**config.mk**
```make
export PLATFORM = sky130hd
export DESIGN_NAME = gates_sequencer
export DESIGN_NICKNAME = d
export VERILOG_FILES = /design/src/rtl/gates_sequencer_pkg.sv /design/src/rtl/gates_sequencer_btn_sync.sv /design/src/rtl/gates_sequencer.sv
export SDC_FILE = /design/constraint.sdc
export NUM_CORES = 1
export LEC_CHECK = 0
export BUFFER_PORTS_ARGS = -buffer_cell sky130_fd_sc_hd__buf_2
export CELL_PAD_IN_SITES_DETAIL_PLACEMENT = 2
export CELL_PAD_IN_SITES_GLOBAL_PLACEMENT = 2
export CORE_MARGIN = 5
export CORE_UTILIZATION = 40
export DETAILED_ROUTE_END_ITERATION = 10
export PLACE_DENSITY = 0.94
export SYNTH_ARGS = -nofsm -noshare
export SYNTH_HDL_FRONTEND = slang
export SYNTH_HIERARCHICAL = 1
export SYNTH_SLANG_ARGS = --single-unit
export TNS_END_PERCENT = 100
```
**constraint.sdc**
```tcl
create_clock -name clk -period 7.5 [get_ports clk]
set_clock_uncertainty 0.2 [all_clocks]
set_input_delay 1.125 -clock clk [delete_from_list [all_inputs] [get_ports clk]]
set_output_delay 1.125 -clock clk [all_outputs]
set_load 0.03 [all_outputs]
```
**src/rtl/gates_sequencer_pkg.sv**
```systemverilog
// gates_sequencer_pkg: shared encodings and the reference truth table for the
// ten-LED gate-array exercise.
package gates_sequencer_pkg;

    // Operating modes, also the externally visible mode code.
    typedef enum logic [1:0] {
        ST_MANUAL = 2'b00,
        ST_AUTO   = 2'b01,
        ST_PAUSE  = 2'b10
    } mode_t;

    localparam logic [1:0] MODE_MANUAL = 2'b00;
    localparam logic [1:0] MODE_AUTO   = 2'b01;
    localparam logic [1:0] MODE_PAUSE  = 2'b10;

    // Known-good LED vector for each {a,b} pattern.
    localparam logic [9:0] EXP_LED_00 = 10'h3E4;
    localparam logic [9:0] EXP_LED_01 = 10'h0FE;
    localparam logic [9:0] EXP_LED_10 = 10'h0DA;
    localparam logic [9:0] EXP_LED_11 = 10'h003;

    // Look up the expected datapath result for a 2-bit pattern.
    function automatic logic [9:0] exp_led(input logic [1:0] pattern);
        logic [9:0] value;
        value = EXP_LED_00;
        case (pattern)
            2'b00:   value = EXP_LED_00;
            2'b01:   value = EXP_LED_01;
            2'b10:   value = EXP_LED_10;
            2'b11:   value = EXP_LED_11;
            default: value = EXP_LED_00;
        endcase
        return value;
    endfunction

endpackage

```
**src/rtl/gates_sequencer_btn_sync.sv**
```systemverilog
// btn_sync_edge: multi-stage synchronizer for a raw board button plus a
// one-cycle rising-edge pulse. The pulse is qualified by a fill chain so a
// button already held when reset releases never produces a pulse: the edge
// detector only fires once both compared samples came from the real input.
module btn_sync_edge #(
    parameter int SYNC_STAGES = 2
) (
    input  logic clk,
    input  logic rst_n,
    input  logic raw,
    output logic level,
    output logic rise
);

    logic [SYNC_STAGES-1:0] sync_q;
    logic                   prev_q;
    logic [SYNC_STAGES:0]   fill_q;

    // Synchronizer chain; bit 0 samples the asynchronous input.
    always_ff @(posedge clk or negedge rst_n) begin
        if (!rst_n) begin
            sync_q <= '0;
        end else begin
            sync_q <= {sync_q[SYNC_STAGES-2:0], raw};
        end
    end

    // Previous synced level, used for edge detection.
    always_ff @(posedge clk or negedge rst_n) begin
        if (!rst_n) begin
            prev_q <= 1'b0;
        end else begin
            prev_q <= sync_q[SYNC_STAGES-1];
        end
    end

    // Fill chain: top bit goes high once level and prev_q both hold real samples.
    always_ff @(posedge clk or negedge rst_n) begin
        if (!rst_n) begin
            fill_q <= '0;
        end else begin
            fill_q <= {fill_q[SYNC_STAGES-1:0], 1'b1};
        end
    end

    assign level = sync_q[SYNC_STAGES-1];
    assign rise  = fill_q[SYNC_STAGES] & level & ~prev_q;

endmodule

```
**src/rtl/gates_sequencer.sv**
```systemverilog
// gates_sequencer: drives the a/b inputs of the gate-array datapath from the
// buttons (MANUAL) or from an auto-stepping 2-bit pattern (AUTO/PAUSE), and
// forwards the datapath result to the LEDs.
// Optional build macro GATES_SEQUENCER_CHECK_EN adds a truth-table comparator
// that flags the first failing pattern in AUTO; without it err/err_step are 0.
module gates_sequencer
    import gates_sequencer_pkg::*;
#(
    parameter int unsigned STEP_CYCLES = 50_000_000,
    parameter int          SYNC_STAGES = 2
) (
    input  logic       clk,
    input  logic       rst_n,
    input  logic       btn_a,
    input  logic       btn_b,
    input  logic       btn_mode,
    input  logic       btn_step,
    input  logic [9:0] gate_led,
    output logic       gate_a,
    output logic       gate_b,
    output logic [9:0] led,
    output logic [1:0] mode,
    output logic [1:0] step,
    output logic       err,
    output logic [1:0] err_step
);

    localparam logic [31:0] STEP_LAST = 32'(STEP_CYCLES - 1);

    logic a_level;
    logic b_level;
    logic mode_level_unused;
    logic step_level_unused;
    logic a_rise_unused;
    logic b_rise_unused;
    logic mode_pulse;
    logic step_pulse;

    mode_t       state_q;
    logic [1:0]  step_q;
    logic [31:0] div_q;
    logic        gate_a_q;
    logic        gate_b_q;
    logic [9:0]  led_q;
    logic        tick;

    btn_sync_edge #(.SYNC_STAGES(SYNC_STAGES)) u_sync_a (
        .clk   (clk),
        .rst_n (rst_n),
        .raw   (btn_a),
        .level (a_level),
        .rise  (a_rise_unused)
    );

    btn_sync_edge #(.SYNC_STAGES(SYNC_STAGES)) u_sync_b (
        .clk   (clk),
        .rst_n (rst_n),
        .raw   (btn_b),
        .level (b_level),
        .rise  (b_rise_unused)
    );

    btn_sync_edge #(.SYNC_STAGES(SYNC_STAGES)) u_sync_mode (
        .clk   (clk),
        .rst_n (rst_n),
        .raw   (btn_mode),
        .level (mode_level_unused),
        .rise  (mode_pulse)
    );

    btn_sync_edge #(.SYNC_STAGES(SYNC_STAGES)) u_sync_step (
        .clk   (clk),
        .rst_n (rst_n),
        .raw   (btn_step),
        .level (step_level_unused),
        .rise  (step_pulse)
    );

    // Last cycle of a pattern period in AUTO.
    assign tick = (div_q == STEP_LAST);

    // Mode FSM with pattern counter, divider and registered datapath drive.
    always_ff @(posedge clk or negedge rst_n) begin
        if (!rst_n) begin
            state_q  <= ST_MANUAL;
            step_q   <= 2'b00;
            div_q    <= '0;
            gate_a_q <= 1'b0;
            gate_b_q <= 1'b0;
        end else begin
            case (state_q)
                ST_MANUAL: begin
                    gate_a_q <= a_level;
                    gate_b_q <= b_level;
                    div_q    <= '0;
                    if (mode_pulse) begin
                        state_q <= ST_AUTO;
                        step_q  <= 2'b00;
                    end
                end
                ST_AUTO: begin
                    gate_a_q <= step_q[1];
                    gate_b_q <= step_q[0];
                    if (tick) begin
                        div_q  <= '0;
                        step_q <= step_q + 2'd1;
                    end else begin
                        div_q <= div_q + 32'd1;
                    end
                    if (mode_pulse) begin
                        state_q <= ST_PAUSE;
                    end
                end
                ST_PAUSE: begin
                    gate_a_q <= step_q[1];
                    gate_b_q <= step_q[0];
                    // Mode press takes priority over a coincident step press.
                    if (mode_pulse) begin
                        state_q <= ST_MANUAL;
                    end else if (step_pulse) begin
                        step_q <= step_q + 2'd1;
                    end
                end
                default: begin
                    state_q <= ST_MANUAL;
                end
            endcase
        end
    end

    // LED mirror of the datapath result, one cycle of latency in every mode.
    always_ff @(posedge clk or negedge rst_n) begin
        if (!rst_n) begin
            led_q <= '0;
        end else begin
            led_q <= gate_led;
        end
    end

`ifdef GATES_SEQUENCER_CHECK_EN
    logic       err_q;
    logic [1:0] err_step_q;
    logic       mismatch;

    assign mismatch = (led_q != exp_led(step_q));

    // Sticky capture of the first pattern whose result disagrees with the table.
    always_ff @(posedge clk or negedge rst_n) begin
        if (!rst_n) begin
            err_q      <= 1'b0;
            err_step_q <= 2'b00;
        end else if (state_q == ST_MANUAL && mode_pulse) begin
            err_q      <= 1'b0;
            err_step_q <= 2'b00;
        end else if (state_q == ST_AUTO && tick && mismatch && !err_q) begin
            err_q      <= 1'b1;
            err_step_q <= step_q;
        end
    end

    assign err      = err_q;
    assign err_step = err_step_q;
`else
    assign err      = 1'b0;
    assign err_step = 2'b00;
`endif

    assign gate_a = gate_a_q;
    assign gate_b = gate_b_q;
    assign led    = led_q;
    assign mode   = state_q;
    assign step   = step_q;

endmodule

```
## After elaboration in Yosys (flattened, before gate mapping)

Cells that the tools add are included.

- Equality and inequality tests: 9
- Bitwise gates (word level): 6
- Muxes and demuxes: 12
- Reduce and logical (&&, ||, !) cells: 7
- $add $sub $neg: 2

Operator list:

| kind | count |
|---|---|
| $pmux W32 S2 | 1 |
| $add A32 B1 Y32 const B | 1 |
| $eq A32 B26 Y1 const B | 1 |
| $mux W32 | 1 |
| $mux W2 | 6 |
| $ne A2 B2 Y1 const B | 6 |
| $pmux W2 S3 | 2 |
| $reduce_and A5 Y1 | 1 |
| $and A1 B1 Y1 | 4 |
| $pmux W1 S2 | 2 |
| $reduce_bool A2 Y1 | 2 |
| $reduce_and A3 Y1 | 1 |
| $reduce_bool A3 Y1 | 1 |
| $add A2 B1 Y2 const B | 1 |
| $eq A2 B1 Y1 const B | 1 |
| $eq A2 B2 Y1 const B | 1 |
| $logic_not A2 Y1 | 1 |
| $not A1 Y1 | 2 |
| $reduce_or A2 Y1 | 1 |

- Bits of input ports: 16
- Flip-flop bits (word level): 64

## Logic depth before layout (Yosys ltp)

- Depth in word-level cells: 5
- Depth in mapped cells: 8

## Modules after synthesis

Netlist, hierarchy kept.

By module, submodules not included:

| module | cells an instance | area each (um^2) | times used | seq. area each (um^2) |
|---|---|---|---|---|
| gates_sequencer | 286 | 2598.7 | 1 | 1201.2 |
| btn_sync_edge | 8 | 162.7 | 4 | 150.1 |

## Least setup slack after synthesis

OpenSTA, ideal clock, no wires.

- Kind: flip-flop to flip-flop
- From: reg div_q[0]
- To: reg div_q[26]
- Library setup time: 126 ps
- Stages on the path, launching flop included: 8
- Period minus slack after synthesis: 2423 ps
- Setup slack: 5077 ps
- Arrival time: 2097 ps
- Path through: dfrtp_1 ha_1 nand4_2 or4_1 buf_6 nor4_4 nor2_1 a221o_1

- Word-level cells in the longest chain between the ends: 3

RTL lines:

| item | RTL line | source |
|---|---|---|
| start: declaration | gates_sequencer.sv:41 | `logic [31:0] div_q;` |
| start signal: assignment | gates_sequencer.sv:108 | `div_q <= div_q + 32'd1;` |
| $add A32 B1 Y32 / $eq A32 B26 Y1 (equally long branches) | gates_sequencer.sv:108, gates_sequencer.sv:80 |  |
| $mux W32 (*) | gates_sequencer.sv:104 | `if (tick) begin` |
| $pmux W32 S2 (*) | gates_sequencer.sv:91 | `case (state_q)` |

Mark *: on every way between the ends. The rest lies on a longest branch, timed or not.
A chain may end at the register's enable or synchronous reset.

## Worst setup path after layout

- From: reg div_q[0]
- To: reg div_q[22]

Same word-level chain as after synthesis.

==> results.toml <==
[placement]
gp_congestion = 0.800
detailedPlacementHpwl_um = 6590
port-buffer-count = 31

[sta]
timing_worst_slew_pin_value_ps = 868
rsz0062_at_grt = "no"
maximum_frequency_from_static_timing_analysis_mhz = 327
hold_violations = 0
setup_viol_count_final = 0
slew_violations = 0
period_share_pct = 40.7
slew_headroom_pct = 41.6
tns_ps = 0
final.min_clock_period_ps = 3050

[power]
power.leakage_nw = 1.50
vdd_ir_drop_max_uv = 136
cellPowerDensity_nw_per_um2 = 327
p_total_mw = 1.14

[grt]
first_pass_grt_wire_length_um = 16200
grt_max_degree = 65
grt_usage_pct = 21.9
gr-usage-met3_pct = 4.53
grt_antenna_before_repair = 0
grt_use_met2_pct = 37.2
grt_overflow_total = 0
grt_pass1_vias = 2863
highest_utilization_routing_layer_at_the_global_route_stage = "met2"
use_met1_pct = 26.2

[routing]
wire_per_inst_um = 22.8
wirelength_um = 10100
detail_route.first_pass.iterations = 4
vias_per_cell = 5.87
drt-initial-drc-count = 121
route.detailed.drc = 0
final_antenna_net_count = 0
num_vias = 2589

[critical_path]
timing.critical_path.from = "div_q[0]"
timing_worst_setup_path_type = "reg -> reg"
critical-path-top-delay-family = "compound AO/OA/AOI/OAI gates"
r2r.worst_path.cells = 6
startpoint_class_of_the_critical_path = "flop"
r2r_slack_ps = 4450
required_ps = 7530
slowest_delay_ps = 680
critical_path.max_fanout = 21
slowest_stage = "sky130_fd_sc_hd__a21o_1"
worst_setup_path_end_kind = "flop"
timing.critical_path.cells = "ha_1 > nand4_2 > nor4_1 > a21o_1 > o21ai_0 > mux2_2"
arrival_ps = 3080
worstReg2RegEnd = "div_q[22]"
reg2reg_from = "div_q[0]"
cp_num_buf_inv = 0

[cts]
clock-sinks = 64
clk_transition_reported_paths_ps = 80
holdBufCountCts = 0
cts-buffers-inserted = 9
clk_path_buf_depth = 2
cts.repair_timing.setup_buffer_count = 0
cts_resized = 0
clk_latency_ps = 350
htree_levels = 3
root_buffer = "sky130_fd_sc_hd__clkbuf_8"
cts_tree = "yes"

[floorplan]
die_height_um = 97.0
rows = 31
floorplan.die.width_um = 97.0
die_area_um2 = 9400
start_util_pct = 41.5
core_area_um2 = 7290
floorplan.io_pins = 35

[final_layout]
syn2layout_area_growth_pct = 14.9
antenna_cells = 0
layout.nets = 359
drive_above_1_share_pct = 17.5
final.fill_count = 808
final_core_utilization_pct = 47.7

[hold_path]
hold_path_class = "reg -> reg"
worstHoldStart = "u_sync_step/fill_q[1]"
whs_endpoint = "u_sync_step/fill_q[2]"
timing.hold.worst_path_depth = 0

[synth]
synth.avg_cell_area_um2 = 9.88
synth-warning-count = 6
netlist_instances = 306
syn-cell-area_um2 = 3020

[flow_run]
drv.max_cap_violation_count = 0

[status]
status = "finished clean"
[worst max-delay path by stage]
stage	end	slack [ps]	cells after the start
2_1_floorplan	div_q[26]	5080	7
3_3_place_gp	div_q[25]	4790	6
3_5_place_dp	div_q[25]	4530	6
4_1_cts	div_q[22]	4430	6
5_1_grt	div_q[22]	4220	6
6_report	div_q[22]	4450	6
[routing by layer]
| layer | part of all wire [%] | up-vias |
|---|---|---|
| li1 | - | 1164 |
| met2 | 51 | 68 |
| met3 | 3.3 | 30 |
| met5 | 0 | - |
| met1 | 42 | 1327 |
| met4 | 4.1 | 0 |
[stage by stage]
stage	std cells	setup slack, ps	instance area, µm²	hold WS, ps
final	441	4450	3480	158
after global routing	441	4220	3480	172
after CTS	441	4430	3480	159
after detailed placement	425	4530	3250	136
after global placement	425	4790	3250	133
after floorplan	308	5080	3030	131
[layout make-up]
type	instances	area, µm²	share of cell area [%]
sequential	64	1600	46.1
multi-input combinational	216	1300	37.4
timing repair buffer	34	178	5.11
clock buffer	9	124	3.56
tap	99	124	3.56
clock inverter	7	103	2.95
inverter	12	45.0	1.30
[power breakdown]
group          switching (mW)  internal (mW)  leakage, nW
clock network           0.157          0.191        0.110
logic                   0.281          0.107        0.566
registers              0.0272          0.374        0.821
total                   0.464          0.671         1.50
[layout by cell type, fill, tap and decap left out, types with 5 or more instances in the layout]
cell / n
sky130_fd_sc_hd__o21ai_0: 20
sky130_fd_sc_hd__mux2i_1: 9
sky130_fd_sc_hd__clkbuf_8: 9
sky130_fd_sc_hd__nand3_1: 16
sky130_fd_sc_hd__a21oi_1: 20
sky130_fd_sc_hd__nand2_1: 37
sky130_fd_sc_hd__nand4_1: 10
sky130_fd_sc_hd__conb_1: 5
sky130_fd_sc_hd__ha_1: 6
sky130_fd_sc_hd__inv_1: 12
sky130_fd_sc_hd__nor2_1: 17
sky130_fd_sc_hd__nor4_1: 10
sky130_fd_sc_hd__or3_1: 5
sky130_fd_sc_hd__nor3_1: 7
sky130_fd_sc_hd__dfrtp_1: 64
sky130_fd_sc_hd__or4_1: 6
sky130_fd_sc_hd__buf_2: 31
[sequential cells by signal (all words and copies together), names as in the netlist]
name / cells
u_sync_step/fill_q: 3
gate_b: 1
u_sync_mode/fill_q: 3
u_sync_step/sync_q: 2
gate_a: 1
u_sync_mode/sync_q: 2
step: 2
u_sync_step/prev_q: 1
u_sync_b/sync_q: 2
led: 10
u_sync_a/sync_q: 2
div_q: 32
u_sync_mode/prev_q: 1
mode: 2
[worst register-to-register path, cell delays in order, from the launching register on]
cell	delay, ps
sky130_fd_sc_hd__dfrtp_1	410
sky130_fd_sc_hd__ha_1	340
sky130_fd_sc_hd__nand4_2	180
sky130_fd_sc_hd__nor4_1	500
sky130_fd_sc_hd__a21o_1	680
sky130_fd_sc_hd__o21ai_0	290
sky130_fd_sc_hd__mux2_2	330
Note: power is estimated with default switching activity, not from simulation.
